===== src/rtl/ghost_mode_scheduler.sv =====
// Ghost behaviour scheduler: global scatter/chase phase, frighten period, per-ghost death/respawn.
// Optional flash flag near the end of frighten is built only with GHOST_FRIGHT_FLASH_EN defined.

module ghost_lane #(
  parameter int DEAD_TICKS = 180
) (
  input  logic       clk,
  input  logic       rst,
  input  logic       tick,
  input  logic       pellet,
  input  logic       fright_end,
  input  logic       collide,
  input  logic [1:0] phase_mode,
  output logic [1:0] mode,
  output logic       eaten
);
  localparam logic [1:0] M_FRIGHT = 2'b01;
  localparam logic [1:0] M_DEAD   = 2'b10;
  localparam int DW = $clog2(DEAD_TICKS + 1);

  logic [DW-1:0] dead_cnt;

  always_ff @(posedge clk or posedge rst) begin
    if (rst) begin
      mode     <= 2'b11;
      dead_cnt <= '0;
      eaten    <= 1'b0;
    end else begin
      eaten <= collide && (mode == M_FRIGHT);
      case (mode)
        M_DEAD: begin
          // Respawn always goes to the global phase, even mid-frighten.
          if (tick) begin
            dead_cnt <= dead_cnt - 1'b1;
            if (dead_cnt <= DW'(1)) begin
              mode     <= phase_mode;
              dead_cnt <= '0;
            end
          end
        end
        M_FRIGHT: begin
          if (collide) begin
            mode     <= M_DEAD;
            dead_cnt <= DW'(DEAD_TICKS);
          end else if (!pellet && fright_end) begin
            mode <= phase_mode;
          end
        end
        default: mode <= pellet ? M_FRIGHT : phase_mode;
      endcase
    end
  end
endmodule

module ghost_mode_scheduler #(
  parameter int SCATTER_TICKS = 420,
  parameter int CHASE_TICKS   = 1200,
  parameter int FRIGHT_TICKS  = 360,
  parameter int DEAD_TICKS    = 180,
  parameter int FLASH_TICKS   = 120
) (
  input  logic       clk,
  input  logic       rst,
  input  logic       tick,
  input  logic       pellet_eaten,
  input  logic [3:0] collide,
  output logic [7:0] ghost_mode,
  output logic       player_hit,
  output logic [3:0] ghost_eaten,
  output logic [1:0] eat_combo,
  output logic       fright_flash
);
  localparam int NUM_GHOSTS = 4;
  localparam int PMAX = (SCATTER_TICKS > CHASE_TICKS) ? SCATTER_TICKS : CHASE_TICKS;
  localparam int PW   = $clog2(PMAX + 1);
  localparam int FMAX = (FRIGHT_TICKS > FLASH_TICKS) ? FRIGHT_TICKS : FLASH_TICKS;
  localparam int FW   = $clog2(FMAX + 1);

  typedef enum logic {SCATTER, CHASE} phase_t;

  phase_t                        phase, phase_nxt;
  logic [PW-1:0]                 phase_cnt;
  logic [FW-1:0]                 fright_cnt, fright_nxt;
  logic                          fright_active, phase_step, phase_wrap, fright_end;
  logic [NUM_GHOSTS-1:0][1:0]    modes;
  logic [1:0]                    phase_mode;
  logic [NUM_GHOSTS-1:0]         eat_now, hit_now;
  logic [2:0]                    eat_cnt, combo_sum;
  logic [1:0]                    combo_nxt;

  assign fright_active = (fright_cnt != '0);
  assign phase_step    = tick && !fright_active;
  assign phase_wrap    = phase_step &&
                         ((phase == SCATTER) ? (phase_cnt == PW'(SCATTER_TICKS - 1))
                                             : (phase_cnt == PW'(CHASE_TICKS - 1)));
  assign phase_nxt     = phase_wrap ? ((phase == SCATTER) ? CHASE : SCATTER) : phase;
  // Lanes take the post-transition phase so they follow it in the same edge as the FSM.
  assign phase_mode    = (phase_nxt == SCATTER) ? 2'b11 : 2'b00;
  assign fright_end    = tick && (fright_cnt == FW'(1)) && !pellet_eaten;
  assign ghost_mode    = modes;

  always_comb begin
    fright_nxt = fright_cnt;
    if (pellet_eaten)                fright_nxt = FW'(FRIGHT_TICKS);
    else if (tick && fright_active)  fright_nxt = fright_cnt - 1'b1;
  end

  always_comb begin
    eat_cnt = '0;
    for (int i = 0; i < NUM_GHOSTS; i++) begin
      eat_now[i] = collide[i] && (modes[i] == 2'b01);
      hit_now[i] = collide[i] && (modes[i] == 2'b00 || modes[i] == 2'b11);
      eat_cnt    = eat_cnt + {2'b00, eat_now[i]};
    end
    combo_sum = (pellet_eaten ? 3'd0 : {1'b0, eat_combo}) + eat_cnt;
    combo_nxt = (combo_sum > 3'd3) ? 2'd3 : combo_sum[1:0];
  end

  always_ff @(posedge clk or posedge rst) begin
    if (rst) begin
      phase      <= SCATTER;
      phase_cnt  <= '0;
      fright_cnt <= '0;
      eat_combo  <= '0;
      player_hit <= 1'b0;
    end else begin
      phase      <= phase_nxt;
      if (phase_wrap)      phase_cnt <= '0;
      else if (phase_step) phase_cnt <= phase_cnt + 1'b1;
      fright_cnt <= fright_nxt;
      eat_combo  <= combo_nxt;
      player_hit <= |hit_now;
    end
  end

  for (genvar g = 0; g < NUM_GHOSTS; g++) begin : g_lane
    ghost_lane #(.DEAD_TICKS(DEAD_TICKS)) u_lane (
      .clk        (clk),
      .rst        (rst),
      .tick       (tick),
      .pellet     (pellet_eaten),
      .fright_end (fright_end),
      .collide    (collide[g]),
      .phase_mode (phase_mode),
      .mode       (modes[g]),
      .eaten      (ghost_eaten[g])
    );
  end

`ifdef GHOST_FRIGHT_FLASH_EN
  always_ff @(posedge clk or posedge rst) begin
    if (rst) fright_flash <= 1'b0;
    else     fright_flash <= (fright_nxt != '0) && (fright_nxt <= FW'(FLASH_TICKS));
  end
`else
  assign fright_flash = 1'b0;
`endif
endmodule

===== config.mk =====
export PLATFORM = sky130hd
export DESIGN_NAME = ghost_mode_scheduler
export DESIGN_NICKNAME = d
export VERILOG_FILES = /design/src/rtl/ghost_mode_scheduler.sv
export SDC_FILE = /design/constraint.sdc
export NUM_CORES = 1
export LEC_CHECK = 0
export BUFFER_PORTS_ARGS = -buffer_cell sky130_fd_sc_hd__buf_2
export CAP_MARGIN = 15
export CORE_MARGIN = 5
export CORE_UTILIZATION = 60
export CTS_BUF_LIST = sky130_fd_sc_hd__clkbuf_8
export DETAILED_ROUTE_END_ITERATION = 6
export GPL_ROUTABILITY_DRIVEN = 0
export PLACE_DENSITY = 0.81
export RECOVER_POWER = 100
export SLEW_MARGIN = 20
export SYNTH_ARGS = -nofsm -noshare
export SYNTH_HDL_FRONTEND = slang
export SYNTH_HIERARCHICAL = 1
export SYNTH_SLANG_ARGS = --single-unit

===== constraint.sdc =====
create_clock -name clk -period 7.9 [get_ports clk]
set_input_delay 1.58 -clock clk [delete_from_list [all_inputs] [get_ports clk]]
set_output_delay 1.58 -clock clk [all_outputs]
set_load 0.01 [all_outputs]

[Yosys cells after proc, flatten, opt, wreduce, memory -nomap -nowiden]
Cells that the tools add are included.
Word-level totals
  output and inout port bits: 16
  bits in registers: 68
  logic and storage cells: 147
  bits of input ports: 8
Operators by class
  $lt $le $gt $ge: 5
  eq/ne operators: 31
  reduce and logical (&&, ||, !) cells: 40
  add/subtract/negate cells: 10
  mux-type cells: 44
Operators with widths (count)
  2-to-1 mux 8 bit: 12
  case mux 8 bit (2 select lines): 4
  2-to-1 mux 2 bit: 17
  <= comparator 8 x 1 -> 1 bit, second input constant: 4
  subtractor 8 x 1 -> 8 bit, second input constant: 4
  AND reduction 3 bit: 8
  2-to-1 mux 11 bit: 2
  2-to-1 mux 9 bit: 2
  equality test 2 bit, second input constant: 8
  != test 2 bit, second input constant: 8
  case mux 2 bit (2 select lines): 4
  logical AND 1 bit: 14
  != test 3 x 2 -> 1 bit, second input constant: 4
  nonzero test 2 bit: 6
  adder 11 x 1 -> 11 bit, second input constant: 1
  equality test 11 bit, second input constant: 1
  equality test 11 x 9 -> 1 bit, second input constant: 1
  equality test 9 x 1 -> 1 bit, second input constant: 1
  nonzero test 9 bit: 1
  subtractor 9 x 1 -> 9 bit, second input constant: 1
  equality test 2 x 1 -> 1 bit, second input constant: 4
  zero test 2 bit: 4
  != test 2 x 1 -> 1 bit, second input constant: 4
  logical OR 1 bit: 4
  other kinds (8): 11

[Longest topological paths before layout]
Gate-level depths: netlist of the first run.
  word-level depth: 9
  depth in mapped cells: 11
  gate-level depth less buffers: 11

[By module]
Netlist of the first run, hierarchy kept.
By module, submodules not included
  ghost_lane: area an instance 701.9 um2, instances 4, cells an instance 80, sequential area each 277.8 um2
  ghost_mode_scheduler: area an instance 1396.3 um2, instances 1, cells an instance 138, sequential area each 600.6 um2

[Least setup slack after synthesis of the first run]
Ideal clock, no wire load.
  path kind: input-to-reg
  start: in tick
  end: reg g_lane[0].u_lane.mode[1]
  required time: 7.825 ns
  stages: 9
  data arrival time: 3.582 ns
  setup time: 0.075 ns
  path slack: 4.243 ns
  path buffers: 0
  path through: nor4bb_1 -> nor3b_4 -> inv_1 -> nor2_2 -> xnor2_1 -> o21ai_0 -> a21oi_1 -> a31oi_1 -> mux2i_1
Between the ends
  word-level cells in the longest chain between the ends: 7
Ends and longest elaborated chain
  from (decl): line 64  | input logic tick,
  logical AND 1 bit: line 92  | assign phase_step = tick && !fright_active;
  logical AND 1 bit: line 93  | assign phase_wrap = phase_step &&
  2-to-1 mux 1 bit: line 96  | assign phase_nxt = phase_wrap ? ((phase == SCATTER) ? CHASE : SCATTER) : phase;
  2-to-1 mux 2 bit: line 98  | assign phase_mode = (phase_nxt == SCATTER) ? 2'b11 : 2'b00;
  2-to-1 mux 2 bit, on equally long branches: line 45, 35
  2-to-1 mux 2 bit, on equally long branches: line 42, 33
  case mux 2 bit (2 select lines): line 30  | case (mode)
  to (signal assigned): line 36  | mode <= phase_mode;
  to (signal assigned): line 46  | mode <= phase_mode;
  to (signal assigned): line 49  | default: mode <= pellet ? M_FRIGHT : phase_mode;
  to (decl): line 14  | output logic [1:0] mode,
Several ways; a longest one is shown, not always the timed one. The select of a mux whose other input is x is not followed.
A chain may end at the register's enable or synchronous reset.

[Worst setup path in the final report of the first run]
Ends and elaborated chain as after synthesis.

==> results.toml, run 1 <==
[status]
outcome = "complete, no violations"

[synthesis]
async_flop_share_pct = 100
synth_edf_count = 0
yosysMostFrequentCell = "dfrtp_1"
yosys_warnings = 6
synth_common_cells = "dfrtp_1, inv_1, nor2_1"
yosysTopAreaCellShare_pct = 35.7
ys_ff_latch = 68
syn-cell-area_mm2 = 0.00420
yosysTopAreaCell = "dfrtp_1"
syn_inst = 458
ys_types = 58
syn_area_per_cell_um2 = 9.18
synth.top_cells.by_area = "dfrtp_1, ha_1, inv_1, dfstp_2, a31oi_1"
synthesis.nets = 492
ys_seq_area_share_pct = 40.7
synth_flop_cell = "dfrtp_1"

[hold_path]
min_from = "phase_cnt[9]"
hold_class = "register to register"
whs_endpoint = "phase_cnt[9]"
whs_path_depth = 1

[placed_design]
io_buffers = 22
placed_cells = 565
dp_slack_ns = 3.45
hpwl_mm = 6.17

[route]
via_per_inst = 5.86
drtPass1Iterations = 5
vias = 3404
route.detailed.wl_per_inst_um = 14.8
drt_wl_total_mm = 8.61
ant_nets = 0
route.detailed.drc = 0
drtIter0Drc = 214

[sta]
setup_ws_ns = 3.11
setup_viol = 0
tns_ns = 0
fmax_ghz = 0.209
fin_crit_ns = 4.79
max-slew-margin-rel_pct = 13.9
post-route-period-util_pct = 60.6
hold_viol = 0
final_max_slew_viol_count = 0
tightest_slew_ns = 1.28
skew_ns = 0.0103
rsz0062_at_grt = "false"

[clock_network]
h-tree-depth = 3
hold_buffers = 0
clockRootBuffer = "clkbuf_8"
cts_buffer_depth = 2
cts_setup_buffers = 0
cts_made_buffers = 9
cts_resized = 0
cts_tree = "yes"
cts_sinks = 68
clk-insertion-delay-late_ns = 0.34
clk_pin_slew_ns = 0.07

[final_layout]
nNetsFinal = 514
finalNonFillerCells = 581
fin_util_pct = 67.0
antenna_cells = 0
drive_gt1_share_pct = 8.45
area_growth_pct = 8.21

[power]
p_leak_nw = 2.05
peakVddDrop_mv = 0.135
power.total_mw = 1.63
p_per_area_mw_per_mm2 = 358

[global_route]
grt_max_degree = 25
grt_pass1_wl_mm = 15.0
track_usage_pct = 21.2
antenna_found_initial = 0
grt-ovfl-total = 0
grt_pass1_vias = 3267

[critical_path]
crit_type = "input port to register"
endpoint_kind = "register"
timing.rr.start = "fright_cnt[0]"
crit_path_start_kind = "input port"
ff2ff_path_depth = 11
worstPathMaxFanout = 20
regToRegSetupSlack_ns = 3.95
cp.required_ns = 8.16
reg2reg_to = "g_lane[0].u_lane/mode[1]"
worstPathArrival_ns = 5.05

[floorplanning]
die_h_um = 93.7
die_w_um = 93.7
initial_utilization_pct = 61.9
die_area_mm2 = 0.00878
ios = 24
core_area_mm2 = 0.00679
row_count = 30

[job]
cap_viol_max_count = 0
## per-layer routing
metal  wire length, um  track usage [%]  share of wire, %
met1              3950             28.6                46
met2              4210             33.9                49
met3               322             3.04               3.7
met4               124             9.75               1.4
met5                 0                0                 0
## stage by stage
| step | hold WS, ns | cell area (um^2) |
|---|---|---|
| after CTS | 0.504 | 4600 |
| final | 0.503 | 4550 |
| after global placement | 0.486 | 4390 |
| after global routing | 0.529 | 4550 |
| after floorplan | 0.466 | 4200 |
| after detailed placement | 0.489 | 4390 |
## how the worst max path moves through the flow
stage                     startpoint                       end  slack (ns)  depth (start not counted)
after floorplan                 tick  g_lane[0].u_lane/mode[1]        4.24                          9
after global placement          tick  g_lane[2].u_lane/mode[1]        3.77                         10
after detailed placement        tick  g_lane[0].u_lane/mode[1]        3.45                         10
after CTS                       tick  g_lane[0].u_lane/mode[1]        3.83                         10
after global routing            tick  g_lane[0].u_lane/mode[1]        2.63                         10
final                           tick  g_lane[0].u_lane/mode[1]        3.11                         10
## cell usage in the layout (no fill, tap or decap), types with 6 or more instances in the layout
| cell type | count |
|---|---|
| buf_2 | 9 |
| xnor2_1 | 8 |
| nor3_1 | 6 |
| dfstp_1 | 8 |
| o31ai_1 | 6 |
| o21ai_1 | 8 |
| or3_1 | 9 |
| nand2b_1 | 8 |
| clkbuf_8 | 10 |
| xor2_1 | 7 |
| and2_1 | 7 |
| ha_1 | 23 |
| inv_1 | 58 |
| o22ai_1 | 13 |
| nor2_1 | 32 |
| dfrtp_1 | 60 |
| a21oi_1 | 29 |
| nand2_1 | 30 |
| clkbuf_1 | 13 |
| o21ai_0 | 31 |
| a31oi_1 | 24 |
## cell type report
type	instances	area (um^2)
Timing Repair Buffer	22	93.8
Fill cell	528	2240
Tap cell	96	120
Sequential cell	68	1710
Clock inverter	6	78.8
Clock buffer	10	138
Inverter	57	214
Multi-Input combinational cell	322	2190
## worst max-delay path, cell delays in order
cell	delay, ns
clkbuf_1	0.32
nor4bb_1	0.41
nor3b_1	0.84
inv_1	0.15
nor2_1	0.41
xnor2_1	0.60
o21ai_0	0.25
a21oi_1	0.20
a31oi_1	0.06
mux2i_1	0.21
## where the power goes
part | internal, mW | total (mW) | switching, mW
Clock | 0.184 | 0.314 | 0.131
Combinational | 0.305 | 0.761 | 0.456
Sequential | 0.456 | 0.553 | 0.0965
## registers in the layout (all words and copies together), names as in the netlist
| signal | cells |
|---|---|
| eat_combo | 2 |
| fright_cnt | 9 |
| g_lane.u_lane/dead_cnt | 32 |
| g_lane.u_lane/eaten | 4 |
| g_lane.u_lane/mode | 8 |
| phase | 1 |
| phase_cnt | 11 |
| player_hit | 1 |
## cells by family (layout without fill, tap and decap cells)
kind of cell,Yosys count,after routing,share of synthesized area [%]
flops,68,68,40.7
buf+inv,68,95,6.19
compound gates,138,138,20.5
other cells,1,1,0.0892
simple gates,134,134,19.1
xor+xnor,15,15,3.13
mux,8,8,2.02
fa+ha+maj,26,26,8.27
Note: power is estimated with default switching activity, not from simulation.
==> run 2, diff against run 1 <==
--- a/config.mk
+++ b/config.mk
@@ -8,11 +8,11 @@
 export BUFFER_PORTS_ARGS = -buffer_cell sky130_fd_sc_hd__buf_2
 export CAP_MARGIN = 15
 export CORE_MARGIN = 5
-export CORE_UTILIZATION = 60
+export CORE_UTILIZATION = 57
 export CTS_BUF_LIST = sky130_fd_sc_hd__clkbuf_8
 export DETAILED_ROUTE_END_ITERATION = 6
 export GPL_ROUTABILITY_DRIVEN = 0
-export PLACE_DENSITY = 0.81
+export PLACE_DENSITY = 0.8
 export RECOVER_POWER = 100
 export SLEW_MARGIN = 20
 export SYNTH_ARGS = -nofsm -noshare
==> constraint.sdc (replaced) <==
create_clock -name clk -period 4.3 [get_ports clk]
set_input_delay 0.86 -clock clk [delete_from_list [all_inputs] [get_ports clk]]
set_output_delay 0.86 -clock clk [all_outputs]
set_load 0.01 [all_outputs]
==> results.toml, run 2 (synthesis gave the netlist of run 1 again) <==
[clock_network]
clk_pin_slew_ns = 0.07
clk-insertion-delay-late_ns = 0.35
cts_buffer_depth = 2
cts_resized = 0
clockRootBuffer = "clkbuf_8"
cts_tree = "yes"
cts_sinks = 68
h-tree-depth = 3
cts_setup_buffers = 0
cts_made_buffers = 9
hold_buffers = 0

[sta]
skew_ns = 0.0152
max-slew-margin-rel_pct = 40.1
holdWs_ns = 0.521
tns_ns = 0
post-route-period-util_pct = 71.7
hold_viol = 0
tightest_slew_ns = 0.898
fin_crit_ns = 3.08
final_max_slew_viol_count = 0
fmax_ghz = 0.324
setup_viol = 0
rsz0062_at_grt = "false"
setup_ws_ns = 1.22

[floorplanning]
die_area_mm2 = 0.00919
initial_utilization_pct = 58.3
core_area_mm2 = 0.00721
ios = 24
die_w_um = 95.9
die_h_um = 95.9
row_count = 31

[final_layout]
nNetsFinal = 515
layout_common_cells = "dfrtp_1, inv_1, nor2_1"
largest_register = "g_lane.u_lane/dead_cnt"
n_fill_cell = 640
drive_gt1_share_pct = 8.25
area_growth_pct = 7.47
mostFrequentLayoutCell = "dfrtp_1"
top_regs = "g_lane.u_lane/dead_cnt x32, phase_cnt x11, fright_cnt x9"
finalNonFillerCells = 584
largest_reg_flops = 32
antenna_cells = 0

[route]
drtIter0Drc = 139
route.detailed.drc = 0
ant_nets = 0
vias = 3324
drt_wl_total_mm = 8.69
via_per_inst = 5.69
drtPass1Iterations = 4
route.detailed.wl_per_inst_um = 14.9

[global_route]
grtUsageMet2_pct = 35.2
track_usage_pct = 20.8
grt_pass1_vias = 3334
antenna_found_initial = 0
grt_max_degree = 25
grt-busiest-layer = "met2"
grt_pass1_wl_mm = 15.0
grt-ovfl-total = 0
met1_usage_pct = 25.9
grtUsageMet3_pct = 5.86

[placed_design]
hpwl_mm = 6.39
placed_cells = 569
dp_slack_ns = 1.08
io_buffers = 22

[status]
outcome = "complete, no violations"

[critical_path]
cp_top_family = "simple AND/OR/NAND/NOR gates"
worstPathArrival_ns = 3.36
worstPathMaxFanout = 6
critical_path_buf_inv_count = 0
crit_type = "register to register"
slowest_delay_ns = 0.68
cpMaxStageDelayCell = "or4_1"
crit_path_start_kind = "register"
cp_cell_sequence = "or4_1 > or4_1 > nor3_1 > nand2b_1 > a21oi_1 > a21oi_1 > mux2_1"
endpoint_kind = "register"
cp.required_ns = 4.57

[power]
p_per_area_mw_per_mm2 = 645
peakVddDrop_mv = 0.320
p_leak_nw = 2.05

[hold_path]
hold_class = "register to register"

[job]
cap_viol_max_count = 0
[run 2: cell count changes in the layout (fill, tap and decap cells not counted), moves of 3 or more]
cell      change
and2_0        +4
clkbuf_1      -3
nor2b_4       -4
and2_1        -4
buf_2         +3
nor2b_1       +4
[run 2: path summary, 6_finish.rpt]
check / start / end / slack, ns / cells after the start
setup / recovery: fright_cnt[4] / g_lane[0].u_lane/mode[0] / 1.22 / 7
hold / removal: phase_cnt[9] / phase_cnt[9] / 0.52 / 1
setup reg to reg: fright_cnt[4] / g_lane[0].u_lane/mode[0] / 1.22 / 7
hold reg to reg: phase_cnt[9] / phase_cnt[9] / 0.52 / 1
max in group asynchronous: rst / phase_cnt[5] / 2.96 / 2
min in group asynchronous: rst / g_lane[3].u_lane/dead_cnt[1] / 0.57 / 2
[run 2: worst register-to-register path: stages, from the launching register on]
cell and delay (ns):
dfrtp_1 0.42, or4_1 0.68, or4_1 0.53, nor3_1 0.61, nand2b_1 0.15, a21oi_1 0.18
a21oi_1 0.12, mux2_1 0.33
[run 2: power by group]
part	leakage (nW)	total [mW]	switching (mW)	internal, mW
Clock	0.105	0.534	0.239	0.295
Sequential	0.800	1.02	0.177	0.840
Combinational	1.15	1.36	0.826	0.539
[run 2: layer usage]
metal / part of all wire (%) / vias to the layer above
met5: 0 / -
met4: 1.4 / 0
met3: 3.5 / 10
met2: 50 / 48
met1: 45 / 1603
li1: - / 1663
[run 2: stage by stage]
stage,instance area [um^2],util (%),total power [mW]
after global placement,4400,61.0,2.39
after detailed placement,4400,61.0,2.46
final,4520,62.6,2.92
after global routing,4520,62.6,3.18
after CTS,4600,63.8,3.01
after floorplan,4200,-,2.12
[run 2: final cells by class]
cell class / count / area (um^2) / area share, %
Inverter: 57 / 214 / 4.74
Multi-Input combinational cell: 322 / 2160 / 47.9
Tap cell: 99 / 124 / 2.74
Timing Repair Buffer: 23 / 105 / 2.33
Clock buffer: 11 / 151 / 3.35
Sequential cell: 68 / 1710 / 37.9
Clock inverter: 4 / 48.8 / 1.08
